--- src/rtl/uart_cfg_pkg.sv ---
// Shared register map, bit positions and per-channel register record for the UART config bank.
package uart_cfg_pkg;

  localparam int unsigned BAUD_RST_DEFAULT = 9600;

  // Register offsets within a channel (addr[1:0])
  typedef enum logic [1:0] {
    REG_CTRL   = 2'd0,
    REG_BAUD   = 2'd1,
    REG_STATUS = 2'd2,
    REG_IRQ_EN = 2'd3
  } reg_e;

  // CTRL bit positions
  localparam int unsigned CTRL_EN = 0;

  // STATUS bit positions
  localparam int unsigned ST_BUSY    = 0;
  localparam int unsigned ST_ERR     = 1;
  localparam int unsigned ST_PEND    = 2;
  localparam int unsigned ST_CFG_ERR = 3;

  // IRQ_EN occupies bits [3:1]; stored as irq_en[2:0], so STATUS bit k maps to irq_en[k-1]
  localparam int unsigned IEN_LSB = 1;

  // Stored state of one channel (BAUD shadow/active are width-dependent and kept separately)
  typedef struct packed {
    logic [3:0] ctrl;
    logic [2:0] irq_en;
    logic       pending;
    logic       err;
    logic       cfg_err;
  } ch_regs_t;

  // STATUS read view: live busy plus stored flags
  function automatic logic [3:0] status_bits(ch_regs_t r, logic busy);
    logic [3:0] s;
    s             = '0;
    s[ST_BUSY]    = busy;
    s[ST_ERR]     = r.err;
    s[ST_PEND]    = r.pending;
    s[ST_CFG_ERR] = r.cfg_err;
    return s;
  endfunction

endpackage

--- src/rtl/uart_cfg_regbank_if.sv ---
// Config bus: one write port and two independent read ports.
interface uart_cfg_regbank_if #(
  parameter int unsigned DATA_WIDTH = 16,
  parameter int unsigned N_CH       = 3
);
  localparam int unsigned AW = $clog2(N_CH) + 2;

  logic                  wr_en;
  logic [AW-1:0]         wr_addr;
  logic [DATA_WIDTH-1:0] wr_data;
  logic                  wr_err;
  logic                  rd_en_a;
  logic [AW-1:0]         rd_addr_a;
  logic [DATA_WIDTH-1:0] rd_data_a;
  logic                  rd_valid_a;
  logic                  rd_en_b;
  logic [AW-1:0]         rd_addr_b;
  logic [DATA_WIDTH-1:0] rd_data_b;
  logic                  rd_valid_b;

  modport master (
    output wr_en, wr_addr, wr_data, rd_en_a, rd_addr_a, rd_en_b, rd_addr_b,
    input  wr_err, rd_data_a, rd_valid_a, rd_data_b, rd_valid_b
  );

  modport slave (
    input  wr_en, wr_addr, wr_data, rd_en_a, rd_addr_a, rd_en_b, rd_addr_b,
    output wr_err, rd_data_a, rd_valid_a, rd_data_b, rd_valid_b
  );
endinterface

--- src/rtl/uart_cfg_channel.sv ---
// One UART channel: CTRL/IRQ_EN storage, shadowed BAUD with commit, sticky W1C errors, IRQ.
module uart_cfg_channel
  import uart_cfg_pkg::*;
#(
  parameter int unsigned DATA_WIDTH = 16,
  parameter int unsigned BAUD_RST   = BAUD_RST_DEFAULT
) (
  input  logic                  clk,
  input  logic                  rst,
  input  logic                  wr_en_i,
  input  reg_e                  wr_reg_i,
  input  logic [DATA_WIDTH-1:0] wr_data_i,
  input  logic                  busy_i,
  input  logic                  error_i,
  input  logic                  update_ok_i,
  output ch_regs_t              regs_o,
  output logic [DATA_WIDTH-1:0] rate_o,
  output logic                  irq_o
);

  ch_regs_t              regs_q, regs_d;
  logic [DATA_WIDTH-1:0] shadow_q, shadow_d;
  logic [DATA_WIDTH-1:0] active_q, active_d;
  logic                  irq_q, irq_d;
  logic                  clr_err, clr_cfg_err, baud_reject;

  assign clr_err     = wr_en_i && (wr_reg_i == REG_STATUS) && wr_data_i[ST_ERR];
  assign clr_cfg_err = wr_en_i && (wr_reg_i == REG_STATUS) && wr_data_i[ST_CFG_ERR];
  assign baud_reject = wr_en_i && (wr_reg_i == REG_BAUD) && busy_i;

  // Next state: commit first so a same-cycle BAUD write re-arms pending with the new shadow
  always_comb begin
    regs_d   = regs_q;
    shadow_d = shadow_q;
    active_d = active_q;

    if (update_ok_i && regs_q.pending) begin
      active_d       = shadow_q;
      regs_d.pending = 1'b0;
    end

    if (wr_en_i) begin
      case (wr_reg_i)
        REG_CTRL:   regs_d.ctrl = wr_data_i[3:0];
        REG_BAUD: begin
          if (!busy_i) begin
            shadow_d       = wr_data_i;
            regs_d.pending = 1'b1;
          end
        end
        REG_IRQ_EN: regs_d.irq_en = wr_data_i[3:1];
        default: ;
      endcase
    end

    // Set beats clear on the sticky flags
    regs_d.err     = error_i | (regs_q.err & ~clr_err);
    regs_d.cfg_err = baud_reject | (regs_q.cfg_err & ~clr_cfg_err);

    irq_d = (regs_q.err     & regs_q.irq_en[ST_ERR - IEN_LSB]) |
            (regs_q.cfg_err & regs_q.irq_en[ST_CFG_ERR - IEN_LSB]);
  end

  // Channel state registers
  always_ff @(posedge clk) begin
    if (rst) begin
      regs_q   <= '0;
      shadow_q <= DATA_WIDTH'(BAUD_RST);
      active_q <= DATA_WIDTH'(BAUD_RST);
      irq_q    <= 1'b0;
    end else begin
      regs_q   <= regs_d;
      shadow_q <= shadow_d;
      active_q <= active_d;
      irq_q    <= irq_d;
    end
  end

  assign regs_o = regs_q;
  assign rate_o = active_q;
  assign irq_o  = irq_q;

endmodule

--- src/rtl/uart_cfg_regbank.sv ---
// Multi-channel UART config register bank: write decode, OOB detection, dual read muxes and read pipes.
module uart_cfg_regbank
  import uart_cfg_pkg::*;
#(
  parameter int unsigned DATA_WIDTH   = 16,
  parameter int unsigned N_CH         = 3,
  parameter int unsigned READ_LATENCY = 1,
  parameter int unsigned BAUD_RST     = BAUD_RST_DEFAULT
) (
  input  logic                         clk,
  input  logic                         rst,
  uart_cfg_regbank_if.slave            bus,
  input  logic [N_CH-1:0]              uart_busy,
  input  logic [N_CH-1:0]              uart_error,
  input  logic [N_CH-1:0]              update_ok,
  output logic [N_CH-1:0]              uart_enable,
  output logic [3*N_CH-1:0]            uart_mode,
  output logic [DATA_WIDTH*N_CH-1:0]   uart_rate,
  output logic [N_CH-1:0]              irq
);

  localparam int unsigned DW  = DATA_WIDTH;
  localparam int unsigned AW  = $clog2(N_CH) + 2;
  localparam int unsigned CHW = (AW > 2) ? AW - 2 : 1;

  ch_regs_t      regs [N_CH];
  logic [DW-1:0] rate [N_CH];

  logic [CHW-1:0] wr_ch;
  reg_e           wr_reg;
  logic           wr_oob;
  logic           wr_err_q;

  assign wr_ch  = CHW'(bus.wr_addr >> 2);
  assign wr_reg = reg_e'(bus.wr_addr[1:0]);
  assign wr_oob = 32'(wr_ch) >= N_CH;

  for (genvar c = 0; c < N_CH; c++) begin : g_ch
    logic ch_wr;
    assign ch_wr = bus.wr_en && !wr_oob && (wr_ch == CHW'(c));

    uart_cfg_channel #(
      .DATA_WIDTH (DW),
      .BAUD_RST   (BAUD_RST)
    ) u_ch (
      .clk         (clk),
      .rst         (rst),
      .wr_en_i     (ch_wr),
      .wr_reg_i    (wr_reg),
      .wr_data_i   (bus.wr_data),
      .busy_i      (uart_busy[c]),
      .error_i     (uart_error[c]),
      .update_ok_i (update_ok[c]),
      .regs_o      (regs[c]),
      .rate_o      (rate[c]),
      .irq_o       (irq[c])
    );

    assign uart_enable[c]       = regs[c].ctrl[CTRL_EN];
    assign uart_mode[3*c +: 3]  = regs[c].ctrl[3:1];
    assign uart_rate[DW*c +: DW] = rate[c];
  end

  // OOB write flag, one-cycle pulse
  always_ff @(posedge clk) begin
    if (rst) wr_err_q <= 1'b0;
    else     wr_err_q <= bus.wr_en && wr_oob;
  end

  assign bus.wr_err = wr_err_q;

  logic           rd_en   [2];
  logic [AW-1:0]  rd_addr [2];
  logic [CHW-1:0] rd_ch   [2];
  logic [DW-1:0]  rd_word [2];

  assign rd_en[0]   = bus.rd_en_a;
  assign rd_en[1]   = bus.rd_en_b;
  assign rd_addr[0] = bus.rd_addr_a;
  assign rd_addr[1] = bus.rd_addr_b;
  assign rd_ch[0]   = CHW'(bus.rd_addr_a >> 2);
  assign rd_ch[1]   = CHW'(bus.rd_addr_b >> 2);

  // Read muxes; OOB channels and unimplemented bits read as zero
  always_comb begin
    for (int p = 0; p < 2; p++) begin
      rd_word[p] = '0;
      if (32'(rd_ch[p]) < N_CH) begin
        case (reg_e'(rd_addr[p][1:0]))
          REG_CTRL:   rd_word[p] = DW'(regs[rd_ch[p]].ctrl);
          REG_BAUD:   rd_word[p] = rate[rd_ch[p]];
          REG_STATUS: rd_word[p] = DW'(status_bits(regs[rd_ch[p]], uart_busy[rd_ch[p]]));
          REG_IRQ_EN: rd_word[p] = DW'({regs[rd_ch[p]].irq_en, 1'b0});
          default:    rd_word[p] = '0;
        endcase
      end
    end
  end

  logic [DW-1:0] pipe_data_q [2][READ_LATENCY];
  logic          pipe_vld_q  [2][READ_LATENCY];

  // Read delay pipes; reset flushes reads in flight
  always_ff @(posedge clk) begin
    if (rst) begin
      for (int p = 0; p < 2; p++) begin
        for (int s = 0; s < READ_LATENCY; s++) begin
          pipe_vld_q[p][s]  <= 1'b0;
          pipe_data_q[p][s] <= '0;
        end
      end
    end else begin
      for (int p = 0; p < 2; p++) begin
        pipe_vld_q[p][0] <= rd_en[p];
        if (rd_en[p]) pipe_data_q[p][0] <= rd_word[p];
        for (int s = 1; s < READ_LATENCY; s++) begin
          pipe_vld_q[p][s]  <= pipe_vld_q[p][s-1];
          pipe_data_q[p][s] <= pipe_data_q[p][s-1];
        end
      end
    end
  end

  assign bus.rd_data_a  = pipe_data_q[0][READ_LATENCY-1];
  assign bus.rd_valid_a = pipe_vld_q[0][READ_LATENCY-1];
  assign bus.rd_data_b  = pipe_data_q[1][READ_LATENCY-1];
  assign bus.rd_valid_b = pipe_vld_q[1][READ_LATENCY-1];

endmodule

--- src/flat_wrapper.sv ---
// flat-port wrapper written by rule: the top's interface ports become plain ports
module uart_cfg_regbank_flat import uart_cfg_pkg::*;
#(
  parameter int unsigned DATA_WIDTH   = 16,
  parameter int unsigned N_CH         = 3,
  parameter int unsigned READ_LATENCY = 1,
  parameter int unsigned BAUD_RST     = BAUD_RST_DEFAULT
)
  (clk, rst, uart_busy, uart_error, update_ok, uart_enable, uart_mode, uart_rate, irq, bus_wr_en, bus_wr_addr, bus_wr_data, bus_rd_en_a, bus_rd_addr_a, bus_rd_en_b, bus_rd_addr_b, bus_wr_err, bus_rd_data_a, bus_rd_valid_a, bus_rd_data_b, bus_rd_valid_b);
  uart_cfg_regbank_if #(.DATA_WIDTH(DATA_WIDTH), .N_CH(N_CH)) bus_i ();
  input  logic clk;
  input  logic rst;
  input  logic [N_CH-1:0] uart_busy;
  input  logic [N_CH-1:0] uart_error;
  input  logic [N_CH-1:0] update_ok;
  output logic [N_CH-1:0] uart_enable;
  output logic [3*N_CH-1:0] uart_mode;
  output logic [DATA_WIDTH*N_CH-1:0] uart_rate;
  output logic [N_CH-1:0] irq;
  input wire logic [$bits(bus_i.wr_en)-1:0] bus_wr_en;
  input wire logic [$bits(bus_i.wr_addr)-1:0] bus_wr_addr;
  input wire logic [$bits(bus_i.wr_data)-1:0] bus_wr_data;
  input wire logic [$bits(bus_i.rd_en_a)-1:0] bus_rd_en_a;
  input wire logic [$bits(bus_i.rd_addr_a)-1:0] bus_rd_addr_a;
  input wire logic [$bits(bus_i.rd_en_b)-1:0] bus_rd_en_b;
  input wire logic [$bits(bus_i.rd_addr_b)-1:0] bus_rd_addr_b;
  output wire logic [$bits(bus_i.wr_err)-1:0] bus_wr_err;
  output wire logic [$bits(bus_i.rd_data_a)-1:0] bus_rd_data_a;
  output wire logic [$bits(bus_i.rd_valid_a)-1:0] bus_rd_valid_a;
  output wire logic [$bits(bus_i.rd_data_b)-1:0] bus_rd_data_b;
  output wire logic [$bits(bus_i.rd_valid_b)-1:0] bus_rd_valid_b;
  assign bus_i.wr_en = bus_wr_en;
  assign bus_i.wr_addr = bus_wr_addr;
  assign bus_i.wr_data = bus_wr_data;
  assign bus_i.rd_en_a = bus_rd_en_a;
  assign bus_i.rd_addr_a = bus_rd_addr_a;
  assign bus_i.rd_en_b = bus_rd_en_b;
  assign bus_i.rd_addr_b = bus_rd_addr_b;
  assign bus_wr_err = bus_i.wr_err;
  assign bus_rd_data_a = bus_i.rd_data_a;
  assign bus_rd_valid_a = bus_i.rd_valid_a;
  assign bus_rd_data_b = bus_i.rd_data_b;
  assign bus_rd_valid_b = bus_i.rd_valid_b;
  uart_cfg_regbank #(.DATA_WIDTH(DATA_WIDTH), .N_CH(N_CH), .READ_LATENCY(READ_LATENCY), .BAUD_RST(BAUD_RST)) u_core (.clk(clk), .rst(rst), .bus(bus_i), .uart_busy(uart_busy), .uart_error(uart_error), .update_ok(update_ok), .uart_enable(uart_enable), .uart_mode(uart_mode), .uart_rate(uart_rate), .irq(irq));
endmodule
--- config.mk ---
export PLATFORM = sky130hd
export DESIGN_NAME = uart_cfg_regbank_flat
export DESIGN_NICKNAME = d
export VERILOG_FILES = /design/src/rtl/uart_cfg_pkg.sv /design/src/rtl/uart_cfg_regbank_if.sv /design/src/rtl/uart_cfg_channel.sv /design/src/rtl/uart_cfg_regbank.sv /design/src/flat_wrapper.sv
export SDC_FILE = /design/constraint.sdc
export NUM_CORES = 1
export LEC_CHECK = 0
export CORE_ASPECT_RATIO = 1.1
export CORE_MARGIN = 2
export CORE_UTILIZATION = 47
export DETAILED_ROUTE_END_ITERATION = 16
export PLACE_DENSITY_LB_ADDON = 0.2
export SLEW_MARGIN = 20
export SYNTH_ARGS = -nofsm -noshare
export SYNTH_HDL_FRONTEND = slang
export SYNTH_HIERARCHICAL = 1
export SYNTH_SLANG_ARGS = --single-unit
--- constraint.sdc ---
create_clock -name clk -period 1.6 [get_ports clk]
set_clock_uncertainty 0.2 [all_clocks]
set_input_delay 0.32 -clock clk [delete_from_list [all_inputs] [get_ports clk]]
set_output_delay 0.32 -clock clk [all_outputs]
set_load 0.005 [all_outputs]
# After elaboration in Yosys (flattened, before gate mapping)
# Memory sizes are Yosys's and may differ from the RTL's.
# Index checks and enable logic that the tools add are counted.
dict set report totals {
  register_bits 130
  mem_bits_rw 34
  inputBits 42
  out_inout_bits 98
  wordCells 163
  memories 2
}
dict set report classes {
  magnitude_cmp 7
  n_eq_ne 11
  n_mux 45
  n_bitwise 36
  reduce_logical 37
}
# memory depth word_bits rd rd_ports_with_merged_regs write_ports line
set memory_table {}
lappend memory_table {u_core.pipe_data_q 2 16 2 0 2 uart_cfg_regbank.sv:100} ;# logic [DW-1:0] pipe_data_q [2][READ_LATENCY];
lappend memory_table {u_core.pipe_vld_q 2 1 2 0 2 uart_cfg_regbank.sv:101} ;# logic pipe_vld_q [2][READ_LATENCY];
# cell n
set op_table {}
lappend op_table {{two-way mux 16 bit} 8}
lappend op_table {{case mux 16 bit (4 select lines)} 2}
lappend op_table {{binary-select mux 16 bit (select 2 bit)} 2}
lappend op_table {{binary-select mux 10 bit (select 2 bit)} 2}
lappend op_table {{two-way mux 10 bit} 4}
lappend op_table {{two-way mux 1 bit} 25}
lappend op_table {{logical AND 1 bit} 23}
lappend op_table {{== test 2 bit (second input constant)} 7}
lappend op_table {{OR 1 bit} 13}
lappend op_table {{AND 1 bit} 12}
lappend op_table {{AND reduction 2 bit} 6}
lappend op_table {{NOT 1 bit} 9}
lappend op_table {{AND reduction 3 bit} 3}
lappend op_table {{== test 2 x 1 -> 1 bit (second input constant)} 4}
lappend op_table {{logical NOT 2 bit} 4}
lappend op_table {{>= comparator 3 bit (second input constant)} 2}
lappend op_table {{less-than comparator 2 x 3 -> 1 bit (second input constant)} 2}
lappend op_table {{NOT 2 -> 3 bit} 2}
lappend op_table {{binary-select mux 1 bit (select 2 bit)} 2}
lappend op_table {{less-than comparator 2 bit (second input constant)} 2}
lappend op_table {{>= comparator 2 bit (second input constant)} 1}
lappend op_table {{logical NOT 1 bit} 1}

# Logic depth before layout (Yosys ltp)
dict set report depth {
  depth_word 9
  mapped_depth 7
  ltp_nobuf 4
}

# Hierarchy
# The synthesis kept the hierarchy.
# mod instances cells_each area_each_um2 seq_area_each_um2
set modules_own_cells {}
lappend modules_own_cells {uart_cfg_channel 3 181 1820.5 860.8}
lappend modules_own_cells {uart_cfg_regbank 1 273 2670.1 1021.0}

# Least setup slack after synthesis
# No wires, ideal clock.
dict set report synth_timing {
  kind {input -> register}
  from {input port bus_wr_addr[3]}
  to {register u_core.g_ch[0].u_ch.shadow_q[10]}
  setup_time_ns 0.072
  arrival_ns 1.440
  required_ns 1.328
  setup_slack_ns -0.111
  stages 5
  path_buffers 2
  path_cell_list {nor3b_1 and4bb_1 buf_6 buf_8 mux2i_1}
}
dict set report synth_between {
  elab_chain_cells 5
  word_cells_on_any_way 6
  cone_classes {order compare (1); reduce/logical (5)}
}
# element line
set synth_rtl {}
lappend synth_rtl {{start: declaration} flat_wrapper.sv:21} ;# input wire logic [$bits(bus_i.wr_addr)-1:0] bus_wr_addr;
lappend synth_rtl {{>= comparator 2 bit} uart_cfg_regbank.sv:36} ;# assign wr_oob = 32'(wr_ch) >= N_CH;
lappend synth_rtl {{logical NOT 1 bit} uart_cfg_regbank.sv:40} ;# assign ch_wr = bus.wr_en && !wr_oob && (wr_ch == CHW'(c));
lappend synth_rtl {{logical AND 1 bit} uart_cfg_regbank.sv:40}
lappend synth_rtl {{logical AND 1 bit *} uart_cfg_regbank.sv:40}
lappend synth_rtl {{AND reduction 3 bit (no line) *} -}
lappend synth_rtl {{end signal: assignment} uart_cfg_channel.sv:68} ;# shadow_q <= DATA_WIDTH'(BAUD_RST);
lappend synth_rtl {{end signal: assignment} uart_cfg_channel.sv:73} ;# shadow_q <= shadow_d;
lappend synth_rtl {{end: declaration} uart_cfg_channel.sv:22} ;# logic [DATA_WIDTH-1:0] shadow_q, shadow_d;
# Every way passes the cells marked *; elsewhere a longest branch is shown, timed or not.
# A chain may end at the register's enable or synchronous reset.

==> run metrics <==
Combinational Power Share=0.100; flop2flop setup slack=-0.15 ns; register area=about 0.0037 mm2; final net count=1079; max cap viols=0; Cell Pwr Density=826 mW/mm2; Final ANT Viol Nets=0; Hold Fails Final Rpt=0; Internal=between 7 and 8 mW; largest net degree at the start of global routing=73; ys async rst share=0; Net Switching=between 2 and 2.5 mW; final setup fails=3; Max Clock Freq=between 500 and 600 MHz; Synth top cells by count=132 x dfxtp_1, 112 x mux2i_1, 99 x nand2b_1; Routed Wire Length=23500 um; Final Cycle Share=1.10; top-count cell post-synth=dfxtp_1; drt initial violations=approximately 510; wire length per cell=18.3 um; number of global-route vias before repair=6386; Final Power=between 9 and 10 mW; row cnt=50; Sw Ratio=0.234; Syn. warnings=6; die area=0.0184 mm2; fin cells=between 1000 and 1500; Critical Path End=u_core/pipe_data_q[0][1]; WP data arrival=roughly 1.7 ns; Syn-to-layout area delta=39.2%; Yosys reg bits=164; DR pass1 iterations=8; DRC=0; Top FF cell, synth=dfxtp_1; Synth Area per Inst=between 9 and 10 um2; Yosys top cell area share=0.325; Final min period=1.75 ns; Clock transition at path regs=~0.06 ns; vias per std cell=5.37; r2r startpoint=u_core/g_ch[0].u_ch/regs_o[1]; synthesized area=0.00813 mm2; clock tree buffer depth=2; crit-path max FO=3; Reg power frac=0.457; setup slack after layout=-0.154 ns; r2r endpoint=u_core/pipe_data_q[0][1]; Synth cell types=56; status=finished with violations; Syn Inst Count=around 800; Synth area leaders=dfxtp_1 32%, mux2i_1 14%, edfxtp_1 12%, nand2b_1 7.6%, a21bo_2 4.4%; share of layout cells above drive strength 1=0.288; global-route wire length before repair=35600 um; GRT Total Usage=0.253; part of the power in the clock network=0.442; total vias in the final route=6892; Core Region=about 0.017 mm2; Top Ports=140; number of flops mapped to enable cells by yosys=32; initial antenna violation count=0; post-DP HPWL=16500 um; leakage power total=4.74 nW; Starting Density=0.480; remaining global-route overflow=0; CTS sink cnt=~160; Root Driver=clkbuf_16; placed insts=1222; RSZ-0062 raised after global routing=yes; Die Width=around 130 um; Mapped Nets=858; Multi-input gate area=approximately 0.0042 mm2; Synth area leader=dfxtp_1; CTS tree=built; peak supply drop=a little over 0.7 mV; Critical Path Source=u_core/g_ch[0].u_ch/regs_o[1]; PortBufs=139; CTS buffer count=17; Max-slew headroom=0.715; Worst Max-Slew Pin Slew=0.428 ns; routability congestion estimate from global placement=0.878; clk_lat worst skew=around 0.43 ns; failing checks=negative setup slack; WP data required=1.57 ns; diode count=0; Worst setup SP type=flip-flop; Die Height=142 um; Worst setup EP type=flip-flop; kind of critical path=flip-flop to flip-flop; HP Class=primary input to flip-flop; Fin Setup TNS=-0.183 ns; sequential share of the synthesized area=0.443; Reg2Reg Depth=4; number of H-tree levels=4; fillcell total=1408; Slew Limit Fails=0
[cells in the final DEF (no fill, tap or decap), drive strengths merged, types with 6 or more instances in the layout]
cell type and n:
nor2 86, buf 127, dlygate4sd2 73, clkbuf 26, nand3 41, and3 13, and4b 6, nor3b 7
nand2b 99, o21ai 6, clkdlybuf4s50 23, nand2 11, mux2i 112, mux2 7, a21oi 70, a211o 13
inv 13, dfxtp 132, clkdlybuf4s15 30, a21bo 36, a211oi 7, edfxtp 32
[timing repair]
| action | CTS | global route |
|---|---|---|
| endpoints found under the setup margin | 183 | 54 |
| pin swaps | 6 | 8 |
| buffers inserted | 24 | 2 |
| resized for setup | 228 | 53 |
| hold buffers | 0 | 0 |
| gates cloned | 2 | 2 |
[per-stage QoR]
step	hold slack [ns]	utilization	area (um2)	setup slack, ns
finish	0.154	0.668	11300	-0.154
global route	0.146	0.668	11300	-0.168
CTS	0.141	0.660	11200	-0.0933
detailed placement	0.258	0.610	10300	-0.729
global placement	0.250	0.610	10300	-0.723
floorplan	0.196	-	8160	-0.0298
[how the worst min path moves through the flow]
stage,startpoint,end,depth (start not counted)
6_report,bus_rd_en_a,u_core/pipe_vld_q[0][0],2
5_1_grt,bus_rd_en_a,u_core/pipe_vld_q[0][0],2
4_1_cts,bus_rd_en_a,u_core/pipe_vld_q[0][0],2
3_5_place_dp,u_core/g_ch[2].u_ch/shadow_q[11],u_core/g_ch[2].u_ch/rate_o[11],2
3_3_place_gp,u_core/g_ch[1].u_ch/shadow_q[1],u_core/g_ch[1].u_ch/rate_o[1],2
2_1_floorplan,rst,u_core/bus.wr_err,1
[power groups by stage]
| stage | clock network [mW] | logic (mW) | registers (mW) |
|---|---|---|---|
| finish | 4.13 | 0.938 | 4.27 |
| global route | 4.35 | 1.00 | 4.28 |
| CTS | 4.19 | 0.905 | 4.28 |
| detailed placement | 0 | 0.922 | 4.41 |
| global placement | 0 | 0.919 | 4.41 |
| floorplan | 0 | 0.427 | 4.40 |
[final cells by class]
cell class	instances	share of cell area
clock buffers	19	0.0383
clock inverters	13	0.0137
inverters	10	0.00332
multi-input cells	580	0.373
flip-flops and latches	164	0.331
well taps	234	0.0259
repair buffers	264	0.215
[worst max-delay path: stages, from the launching register on]
cell      delay (ns)
dfxtp_1         0.34
mux4_2          0.50
a221oi_2        0.26
nor2_1          0.08
o21a_1          0.12
[kinds of logic (layout without fill, tap and decap cells)]
logic type,after synthesis,in the layout,share of synthesized area
mux,123,123,0.159
buf+inv,73,306,0.0520
compound gates,161,161,0.144
flops,164,164,0.443
simple gates,295,296,0.203
[layer usage]
layer | global-route usage | share of wire | up-vias
li1 | - | - | 3361
met1 | 0.376 | 0.48 | 3282
met2 | 0.375 | 0.44 | 212
met3 | 0.0398 | 0.051 | 37
met4 | 0.0872 | 0.022 | 0
met5 | 0 | 0 | -
[flip-flops by register name, indices dropped and copies added, names as in the netlist]
| register | count |
|---|---|
| u_core/pipe_vld_q | 2 |
| u_core/g_ch.u_ch/shadow_q | 48 |
| u_core/g_ch.u_ch/rate_o | 48 |
| u_core/bus.wr_err | 1 |
| u_core/pipe_data_q | 32 |
| u_core/g_ch.u_ch/regs_o | 30 |
| u_core/g_ch.u_ch/irq_o | 3 |
Power figures use the tool's default switching activity.
